===== src/rtl/i2s_audio_tx_if.sv =====
// Sample/control bundle between the tone logic and the I2S transmitter, plus the DAC pins.
// The master side supplies samples and mute; the slave side (the transmitter) drives the DAC pins.
interface i2s_audio_tx_if #(
    parameter int DATA_W = 16
);
    logic [DATA_W-1:0] audio_left;
    logic [DATA_W-1:0] audio_right;
    logic              mute;
    logic              audio_mclk;
    logic              audio_sck;
    logic              audio_lrck;
    logic              audio_sdin;
    logic              sample_tick;

    modport master (
        output audio_left, audio_right, mute,
        input  audio_mclk, audio_sck, audio_lrck, audio_sdin, sample_tick
    );

    modport slave (
        input  audio_left, audio_right, mute,
        output audio_mclk, audio_sck, audio_lrck, audio_sdin, sample_tick
    );
endinterface


===== src/rtl/i2s_audio_tx.sv =====
// Standard-I2S stereo transmitter: one 9-bit counter yields mclk/sck/lrck, and a 32-bit shifter sends L then R MSB-first.
// Optional macro I2S_AUDIO_TX_MONO_EN duplicates the left sample into both slots.
module i2s_audio_tx #(
    parameter int DATA_W = 16
) (
    input logic           clk,
    input logic           rst_n,
    i2s_audio_tx_if.slave bus
);
    localparam int FRAME_W = 2 * DATA_W;

    logic [8:0]         cnt_q, cnt_d;
    logic [FRAME_W-1:0] shift_q, shift_d;
    logic [FRAME_W-1:0] latch_word;
    logic               sdin_q, sdin_d;
    logic               tick_q, tick_d;
    logic               latch_edge;
    logic               shift_edge;

    assign latch_edge = (cnt_q == 9'd15);
    assign shift_edge = (cnt_q[3:0] == 4'hF) && !latch_edge;

`ifdef I2S_AUDIO_TX_MONO_EN
    assign latch_word = bus.mute ? '0 : {bus.audio_left, bus.audio_left};
`else
    assign latch_word = bus.mute ? '0 : {bus.audio_left, bus.audio_right};
`endif

    // Latch at the end of slot 0 so the MSB lands one sck after the lrck edge.
    always_comb begin
        cnt_d   = cnt_q + 9'd1;
        shift_d = shift_q;
        sdin_d  = sdin_q;
        tick_d  = latch_edge;
        if (latch_edge) begin
            shift_d = latch_word;
            sdin_d  = latch_word[FRAME_W-1];
        end else if (shift_edge) begin
            shift_d = {shift_q[FRAME_W-2:0], 1'b0};
            sdin_d  = shift_q[FRAME_W-2];
        end
    end

    always_ff @(posedge clk or negedge rst_n) begin
        if (!rst_n) begin
            cnt_q   <= '0;
            shift_q <= '0;
            sdin_q  <= 1'b0;
            tick_q  <= 1'b0;
        end else begin
            cnt_q   <= cnt_d;
            shift_q <= shift_d;
            sdin_q  <= sdin_d;
            tick_q  <= tick_d;
        end
    end

    assign bus.audio_mclk  = cnt_q[1];
    assign bus.audio_sck   = cnt_q[3];
    assign bus.audio_lrck  = cnt_q[8];
    assign bus.audio_sdin  = sdin_q;
    assign bus.sample_tick = tick_q;
endmodule


===== src/flat_wrapper.sv =====
// flat-port wrapper written by rule: the top's interface ports become plain ports
module i2s_audio_tx_flat 
#(
    parameter int DATA_W = 16
)
  (clk, rst_n, bus_audio_left, bus_audio_right, bus_mute, bus_audio_mclk, bus_audio_sck, bus_audio_lrck, bus_audio_sdin, bus_sample_tick);
  i2s_audio_tx_if #(.DATA_W(DATA_W)) bus_i ();
  input logic clk;
  input logic rst_n;
  input wire logic [$bits(bus_i.audio_left)-1:0] bus_audio_left;
  input wire logic [$bits(bus_i.audio_right)-1:0] bus_audio_right;
  input wire logic [$bits(bus_i.mute)-1:0] bus_mute;
  output wire logic [$bits(bus_i.audio_mclk)-1:0] bus_audio_mclk;
  output wire logic [$bits(bus_i.audio_sck)-1:0] bus_audio_sck;
  output wire logic [$bits(bus_i.audio_lrck)-1:0] bus_audio_lrck;
  output wire logic [$bits(bus_i.audio_sdin)-1:0] bus_audio_sdin;
  output wire logic [$bits(bus_i.sample_tick)-1:0] bus_sample_tick;
  assign bus_i.audio_left = bus_audio_left;
  assign bus_i.audio_right = bus_audio_right;
  assign bus_i.mute = bus_mute;
  assign bus_audio_mclk = bus_i.audio_mclk;
  assign bus_audio_sck = bus_i.audio_sck;
  assign bus_audio_lrck = bus_i.audio_lrck;
  assign bus_audio_sdin = bus_i.audio_sdin;
  assign bus_sample_tick = bus_i.sample_tick;
  i2s_audio_tx #(.DATA_W(DATA_W)) u_core (.clk(clk), .rst_n(rst_n), .bus(bus_i));
endmodule

===== config.mk =====
export PLATFORM = sky130hd
export DESIGN_NAME = i2s_audio_tx_flat
export DESIGN_NICKNAME = d
export VERILOG_FILES = /design/src/rtl/i2s_audio_tx_if.sv /design/src/rtl/i2s_audio_tx.sv /design/src/flat_wrapper.sv
export SDC_FILE = /design/constraint.sdc
export NUM_CORES = 1
export LEC_CHECK = 0
export BUFFER_PORTS_ARGS = -buffer_cell sky130_fd_sc_hd__buf_2
export CORE_AREA = 8 8 75 77
export CTS_CLUSTER_DIAMETER = 40
export DETAILED_ROUTE_END_ITERATION = 8
export DIE_AREA = 0 0 83 85
export PLACE_DENSITY = 0.7
export SYNTH_ARGS = -nofsm -noshare
export SYNTH_HDL_FRONTEND = slang
export SYNTH_SLANG_ARGS = --single-unit

===== constraint.sdc =====
create_clock -name clk -period 3.74 [get_ports clk]
set_input_delay 0.374 -clock clk [delete_from_list [all_inputs] [get_ports clk]]
set_output_delay 0.374 -clock clk [all_outputs]
set_load 0.02 [all_outputs]

**Yosys cells after proc, flatten, opt, wreduce, memory -nomap -nowiden**

Index checks and enable logic that the tools add are counted.

- Input bits: 35
- Flip-flop bits (word level): 42
- Output and inout bits: 5
- Word-level logic and storage cells: 15

- Equal/unequal tests: 2
- Add/subtract/negate cells: 1
- Reductions and logical operators: 3
- Muxes and demuxes: 5

Operators with widths:

| cell | count |
|---|---|
| two-way mux 31 bit | 2 |
| two-way mux 32 bit | 1 |
| adder 9 x 1 -> 9 bit, second input constant | 1 |
| == test 9 x 4 -> 1 bit, second input constant | 1 |
| == test 4 bit, second input constant | 1 |
| two-way mux 1 bit | 2 |
| nonzero test 2 bit | 1 |
| logical AND 1 bit | 1 |
| zero test 1 bit | 1 |

**Logic depth before layout (Yosys ltp)**

Gate-level depths: netlist of the first run.

- Depth after elaboration: 5
- Depth in mapped cells: 6
- Depth with buffers taken out: 4

**Worst setup path before layout of the first run**

No wires, ideal clock.

- Path type: reg2reg
- Start point: register u_core.cnt_q[1]
- End point: register u_core.sdin_q (netlist: u_core.bus.audio_sdin)
- Data arrival time: 1.365 ns
- Library setup time: 0.141 ns
- Buffers on the path: 2
- Stages on the path, launching flop included: 6
- Period minus slack after synthesis: 1.506 ns
- Data required time: 3.599 ns
- Path slack: 2.234 ns
- Cells stage by stage: dfrtp_1 -> ha_1 -> and3_1 -> buf_2 -> clkbuf_1 -> a31oi_1

- Longest elaborated chain between the ends: 4
- Elaborated cells on any way between the ends: 6
- Classes of those cells: eq/ne (2); mux (1); reduce/logical (3)

RTL lines:

| item | RTL line | text |
|---|---|---|
| from (decl) | i2s_audio_tx.sv:12 | `logic [8:0] cnt_q, cnt_d;` |
| from (signal assigned) | i2s_audio_tx.sv:51 | `cnt_q <= cnt_d;` |
| == test 9 x 4 -> 1 bit | i2s_audio_tx.sv:20 | `assign latch_edge = (cnt_q == 9'd15);` |
| zero test 1 bit | i2s_audio_tx.sv:21 | `assign shift_edge = (cnt_q[3:0] == 4'hF) && !latch_edge;` |
| logical AND 1 bit | i2s_audio_tx.sv:21 |  |
| nonzero test 2 bit (no source line) | n/a |  |
| to (signal assigned) | i2s_audio_tx.sv:53 | `sdin_q <= sdin_d;` |
| to (decl) | i2s_audio_tx.sv:15 | `logic sdin_q, sdin_d;` |

Parallel ways exist; a longest one is shown, timed or not.
A chain may end at the register's enable or synchronous reset.

**Worst setup path after layout of the first run**

- Start point: register u_core.cnt_q[0]
- End point: register u_core.cnt_q[6]

- Longest elaborated chain between the ends: 1

RTL lines:

| item | RTL line | text |
|---|---|---|
| adder 9 x 1 -> 9 bit | i2s_audio_tx.sv:31 | `cnt_d = cnt_q + 9'd1;` |
| net u_core.cnt_d[6] | i2s_audio_tx.sv:12 |  |

The timed path passes the listed nets, and every way through them passes these cells.

==> flow_summary.toml, run 1 <==
[cells_and_area]
multi_input_area_um2 = 933
diodes = 0
final_cell_area_um2 = 2340
final_cells = 296
layout-drive-gt1-share = 0.215
nets = 277
syn2layout_area_growth_pct = 10.8
ff_latch_area_um2 = 1050
final_util = 0.516
fill_cells = 427

[routing]
via_per_inst = 5.91
drc = 0
firstDrtPassIters = 4
wirelength_um = 4830
wire_per_inst_um = 16.3
ant_nets = 0
vias = 1749
dr.first_iter.drc_count = 177

[sta]
worst_slack_ps = 1760
rsz0062_at_grt = "no"
slew_headroom = 0.142
drv_slew = 0
setup_viol = 0
setup_tns_ps = 0
fin_skew_ps = 5.85
max_freq_mhz = 504
holdWs_ps = 218
timing.final.crit_share = 0.531
period_needed_ps = 1980
hold_violations = 0
tightestPinTransition_ps = 1290

[synth]
synth-main-ff-cell = "dfrtp_1"
synthDistinctLibCells = 25
yosys.area_share.adder = 0.00592
synth_mux_area_frac = 0
synth_most_common_cell = "dfrtp_1"
syn_area_um2 = 2110
synthTopCellsByArea = "dfrtp_1 50%, nand4b_1 13%, a31oi_1 9.2%, o21ai_1 7.1%, nor2_1 5.9%"
synth_edf_count = 0
synth-compound-area-share = 0.168
syn_nets = 253
ys_ff_latch = 42
synth_top_area_cell = "dfrtp_1"
synth_top_family_by_area = "simple AND/OR/NAND/NOR gates"
yosys_warnings = 0
synth.top_cell.area_share = 0.497
yosys.area_share.simple = 0.237
async_flop_share = 1.00
netlist_instances = 217
avgSynthCellArea_um2 = 9.74
synth_common_cells = "42 x dfrtp_1, 33 x nor2_1, 31 x a31oi_1, 31 x nand4b_1, 30 x o21ai_1"
synth_seq_area_share = 0.497
synth_xor_area_frac = 0.0290

[worst_setup_path]
cp.required_ps = 3920
crit_start = "u_core.cnt_q[0]"
crit_arrival_ps = 2170
cp_max_fo = 64
endpoint = "u_core.cnt_q[6]"
end_kind = "flop"
reg2reg_slack_ps = 1760
r2r_end = "u_core.cnt_q[6]"
r2r_cells = 4
r2r-start = "u_core.cnt_q[0]"
critPathKind = "reg -> reg"
cp-start-kind = "flop"

[cts]
cts_resized = 0
cts_root_buffer = "clkbuf_8"
insertion_delay_ps = 290
cts_setup_buffers = 0
cts_tree = "yes"
cts_sinks = 42
cts_hold_buf = 0
clk_pin_slew_ps = 80
cts_made_buffers = 5
htree_levels = 2
cts_max_path_buffers = 2

[grt]
antenna_found_initial = 0
grt_usage = 0.138
grt_max_degree = 65
grt_pass1_wl_um = 8270
first_global_vias = 1760
gr-total-overflow = 0

[floorplan]
pin_count = 40
die_h_um = 85
start_util = 0.466
placement_rows = 25
die_area_um2 = 7060
die_x_um = 83
core_area_um2 = 4540

[place]
place_inst = 288
hpwlAfterDp_um = 2930
gp_congestion = 0.745
place_ws_ps = 1740
portBuffers = 39
placed_area_um2 = 2250

[status]
status = "finished clean"

[flow_run]
maxCapViolations = 0

[pwr]
max-vdd-ir-drop_uv = 239
total_power_mw = 0.845
power_density_nw_per_um2 = 361
p_leak_nw = 0.962

[hold_path]
hp-class = "in -> async"
flip-flops by register name, summed over array words and instances, names as in the netlist:
| register | flops |
|---|---|
| u_core.shift_q | 31 |
| u_core.cnt_q | 9 |
| u_core.bus.sample_tick | 1 |
| u_core.bus.audio_sdin | 1 |
worst min path at each step:
stage	slack [ps]	from	end
6_report	220	rst_n	u_core.bus.audio_sdin
2_1_floorplan	80	rst_n	u_core.bus.audio_sdin
3_5_place_dp	470	u_core.shift_q[0]	u_core.shift_q[0]
4_1_cts	250	rst_n	u_core.bus.audio_sdin
5_1_grt	300	rst_n	u_core.bus.audio_sdin
3_3_place_gp	460	u_core.cnt_q[0]	u_core.cnt_q[0]
layer usage:
metal / up-vias / wire, µm / GRT usage
met2: 36 / 2250 / 0.221
met1: 856 / 2280 / 0.172
met5: - / 0 / 0
li1: 852 / - / -
met3: 5 / 237 / 0.0393
met4: 0 / 60 / 0.0527
where the power goes:
| group | switching, mW | internal, mW |
|---|---|---|
| clock | 0.155 | 0.149 |
| sequential | 0.00860 | 0.470 |
| combinational | 0.0311 | 0.0312 |
cells by family (layout without fill, tap and decap cells):
| kind of cell | count (synthesis) | in the layout |
|---|---|---|
| simple gates | 81 | 81 |
| compound gates | 63 | 63 |
| flops | 42 | 42 |
| buf+inv | 23 | 48 |
| xor+xnor | 7 | 7 |
| fa+ha+maj | 1 | 1 |
worst max-delay path, stage by stage (launching register included):
cell	delay [ps]
dfrtp_1	390
ha_1	220
and3_2	910
nand3_1	190
xnor2_1	160
placed cells by master, fill, tap and decap left out:
cell type / instances
nand3b_1: 1
inv_1: 1
o21ai_0: 2
nor2_2: 1
and3_2: 2
clkbuf_8: 6
ha_1: 1
nand4b_1: 31
or3_4: 1
nor3_1: 1
xnor2_1: 5
or2_2: 1
a31oi_1: 31
clkbuf_1: 1
clkinv_2: 1
nand4_1: 1
o21ai_1: 30
xor2_1: 2
nand2_1: 5
dfrtp_1: 42
nand3_1: 3
buf_2: 39
nor2_1: 32
and2_1: 1
nor3_4: 1
layout make-up:
| cell class | count | area share |
|---|---|---|
| sequential | 42 | 0.449 |
| inverter | 1 | 0.00160 |
| clock buffer | 7 | 0.0369 |
| timing repair buffer | 39 | 0.0833 |
| multi-input combinational | 152 | 0.399 |
| clock inverter | 1 | 0.00214 |
| tap | 54 | 0.0288 |
(Power assumes the default switching activity.)
==> run 2, diff against run 1 <==
==> constraint.sdc (replaced) <==
create_clock -name clk -period 1.9 [get_ports clk]
set_input_delay 0.19 -clock clk [delete_from_list [all_inputs] [get_ports clk]]
set_output_delay 0.19 -clock clk [all_outputs]
set_load 0.02 [all_outputs]
==> run 2 against run 1 <==
Against the previous run:
- via count shrank 0.69%
- maximum frequency grew 33%
- register-to-register slack lost 1300 ps
- largest cell class unchanged
==> flow_summary.toml, run 2 (synthesis results as in run 1) <==
[sta]
slew_headroom = 0.616
period_needed_ps = 1490
hold_violations = 0
max_freq_mhz = 672
setup_tns_ps = 0
drv_slew = 0
timing.final.crit_share = 0.783
setup_viol = 0
rsz0062_at_grt = "no"
fin_skew_ps = 6.71
tightestPinTransition_ps = 576

[floorplan]
start_util = 0.466
placement_rows = 25
die_h_um = 85
pin_count = 40
die_x_um = 83
core_area_um2 = 4540
die_area_um2 = 7060

[cells_and_area]
final_cells = 303
mostFrequentLayoutCell = "dfrtp_1"
final_cell_area_um2 = 2410
diodes = 0
layout-drive-gt1-share = 0.237
largest_registers = "u_core.shift_q x31, u_core.cnt_q x9"
regMostFlops = "u_core.shift_q"
largest_register_ffs = 31
final_cell_mix = "42 x dfrtp_1, 39 x buf_2, 32 x nor2_1"
nets = 284
fill_cells = 437
syn2layout_area_growth_pct = 14.2

[cts]
cts_setup_buffers = 0
cts_root_buffer = "clkbuf_8"
insertion_delay_ps = 290
cts_sinks = 42
cts_made_buffers = 5
clk_pin_slew_ps = 80
htree_levels = 2
cts_max_path_buffers = 2
cts_tree = "yes"

[worst_setup_path]
crit_path_max_incr_delay_ps = 400
r2r_cells = 5
cpMaxStageDelayCell = "dfrtp_1"
reg2reg_slack_ps = 410
cp_max_fo = 64
cp.required_ps = 2080
path_delay_family = "flip-flops"
crit_arrival_ps = 1660
end_kind = "flop"
cp-start-kind = "flop"
path_buf_inv = 1
critPathKind = "reg -> reg"
cp_cell_sequence = "ha_1 -> and3_2 -> buf_12 -> nand3_1 -> xnor2_1"
r2r_end = "u_core.cnt_q[6]"
r2r-start = "u_core.cnt_q[1]"

[routing]
via_per_inst = 5.73
drc = 0
dr.first_iter.drc_count = 159
vias = 1737
wirelength_um = 4670
met1_length_um = 2240
wire_per_inst_um = 15.4
highest_layer = "met4"
ant_nets = 0
routed-wl-met2_um = 2200
firstDrtPassIters = 4
wl_met3_um = 207

[pwr]
power_density_nw_per_um2 = 690
max-vdd-ir-drop_uv = 505
p_leak_nw = 1.00

[place]
portBuffers = 39
gp_congestion = 0.791
place_inst = 294
hpwlAfterDp_um = 3140
placed_area_um2 = 2310

[hold_path]
hp-class = "in -> reg"
min_from = "bus_audio_right[9]"
min_to = "u_core.shift_q[9]"
whs_path_depth = 3

[grt]
grt_usage = 0.135
gr-total-overflow = 0
grt_max_degree = 65
antenna_found_initial = 0
grt_pass1_wl_um = 8060
first_global_vias = 1725

[status]
status = "finished clean"

[flow_run]
maxCapViolations = 0
## run 2: cell count changes in the layout (fill, tap and decap cells not counted)
cell,before,now
dlygate4sd3_1,0,1
buf_12,0,1
clkinvlp_4,0,1
buf_4,0,5
clkbuf_1,1,0
## run 2: per-stage QoR
| step | utilization | power, mW | setup WS (ps) | hold slack, ps |
|---|---|---|---|---|
| finish | 0.532 | 1.66 | 412 | 177 |
| detailed placement | 0.509 | 1.08 | 400 | 288 |
| CTS | 0.532 | 1.68 | 391 | 176 |
| global route | 0.532 | 1.74 | 316 | 165 |
| global placement | 0.509 | 1.08 | 453 | 285 |
| floorplan | - | 1.02 | 394 | -106 |
## run 2: repair_timing
action / 4_1_cts / 5_1_grt
gates resized for setup: 0 / 0
hold buffers: 1 / 0
endpoints found under the hold margin: 42 / 0
## run 2: power by group
part           switching (mW)  internal (mW)
clock network           0.307          0.292
logic                  0.0594         0.0641
registers              0.0168          0.925
total                   0.383           1.28
## run 2: worst max path at each step
stage                     from                     to  slack (ps)  cells after the start
2_1_floorplan  u_core.cnt_q[1]  u_core.bus.audio_sdin         390                      5
3_3_place_gp   u_core.cnt_q[4]     u_core.shift_q[15]         450                      3
3_5_place_dp   u_core.cnt_q[1]        u_core.cnt_q[6]         400                      5
4_1_cts        u_core.cnt_q[1]        u_core.cnt_q[6]         390                      5
5_1_grt        u_core.cnt_q[1]      u_core.shift_q[0]         320                      5
6_report       u_core.cnt_q[1]        u_core.cnt_q[6]         410                      5
## run 2: layer usage
metal  GRT usage  up-vias
met5           0        -
met4      0.0288        0
met3      0.0479        4
met2       0.221       40
met1       0.166      827
li1            -      866
## run 2: final cells by class
class	count	area [µm²]	share of cell area
sequential	42	1050	0.435
multi-input combinational	152	933	0.387
timing repair buffer	46	263	0.109
clock buffer	6	82.6	0.0342
tap	54	67.6	0.0280
clock inverter	2	12.5	0.00518
inverter	1	3.75	0.00156
## run 2: worst reg2reg max path: cells and delay by family (launching register included)
family | cells | cell delay (ps)
adders and majority gates | 1 | 220
xor gates and xnor gates | 1 | 150
buffers and inverters | 1 | 240
and+or+nand+nor | 2 | 360
DFF | 1 | 400
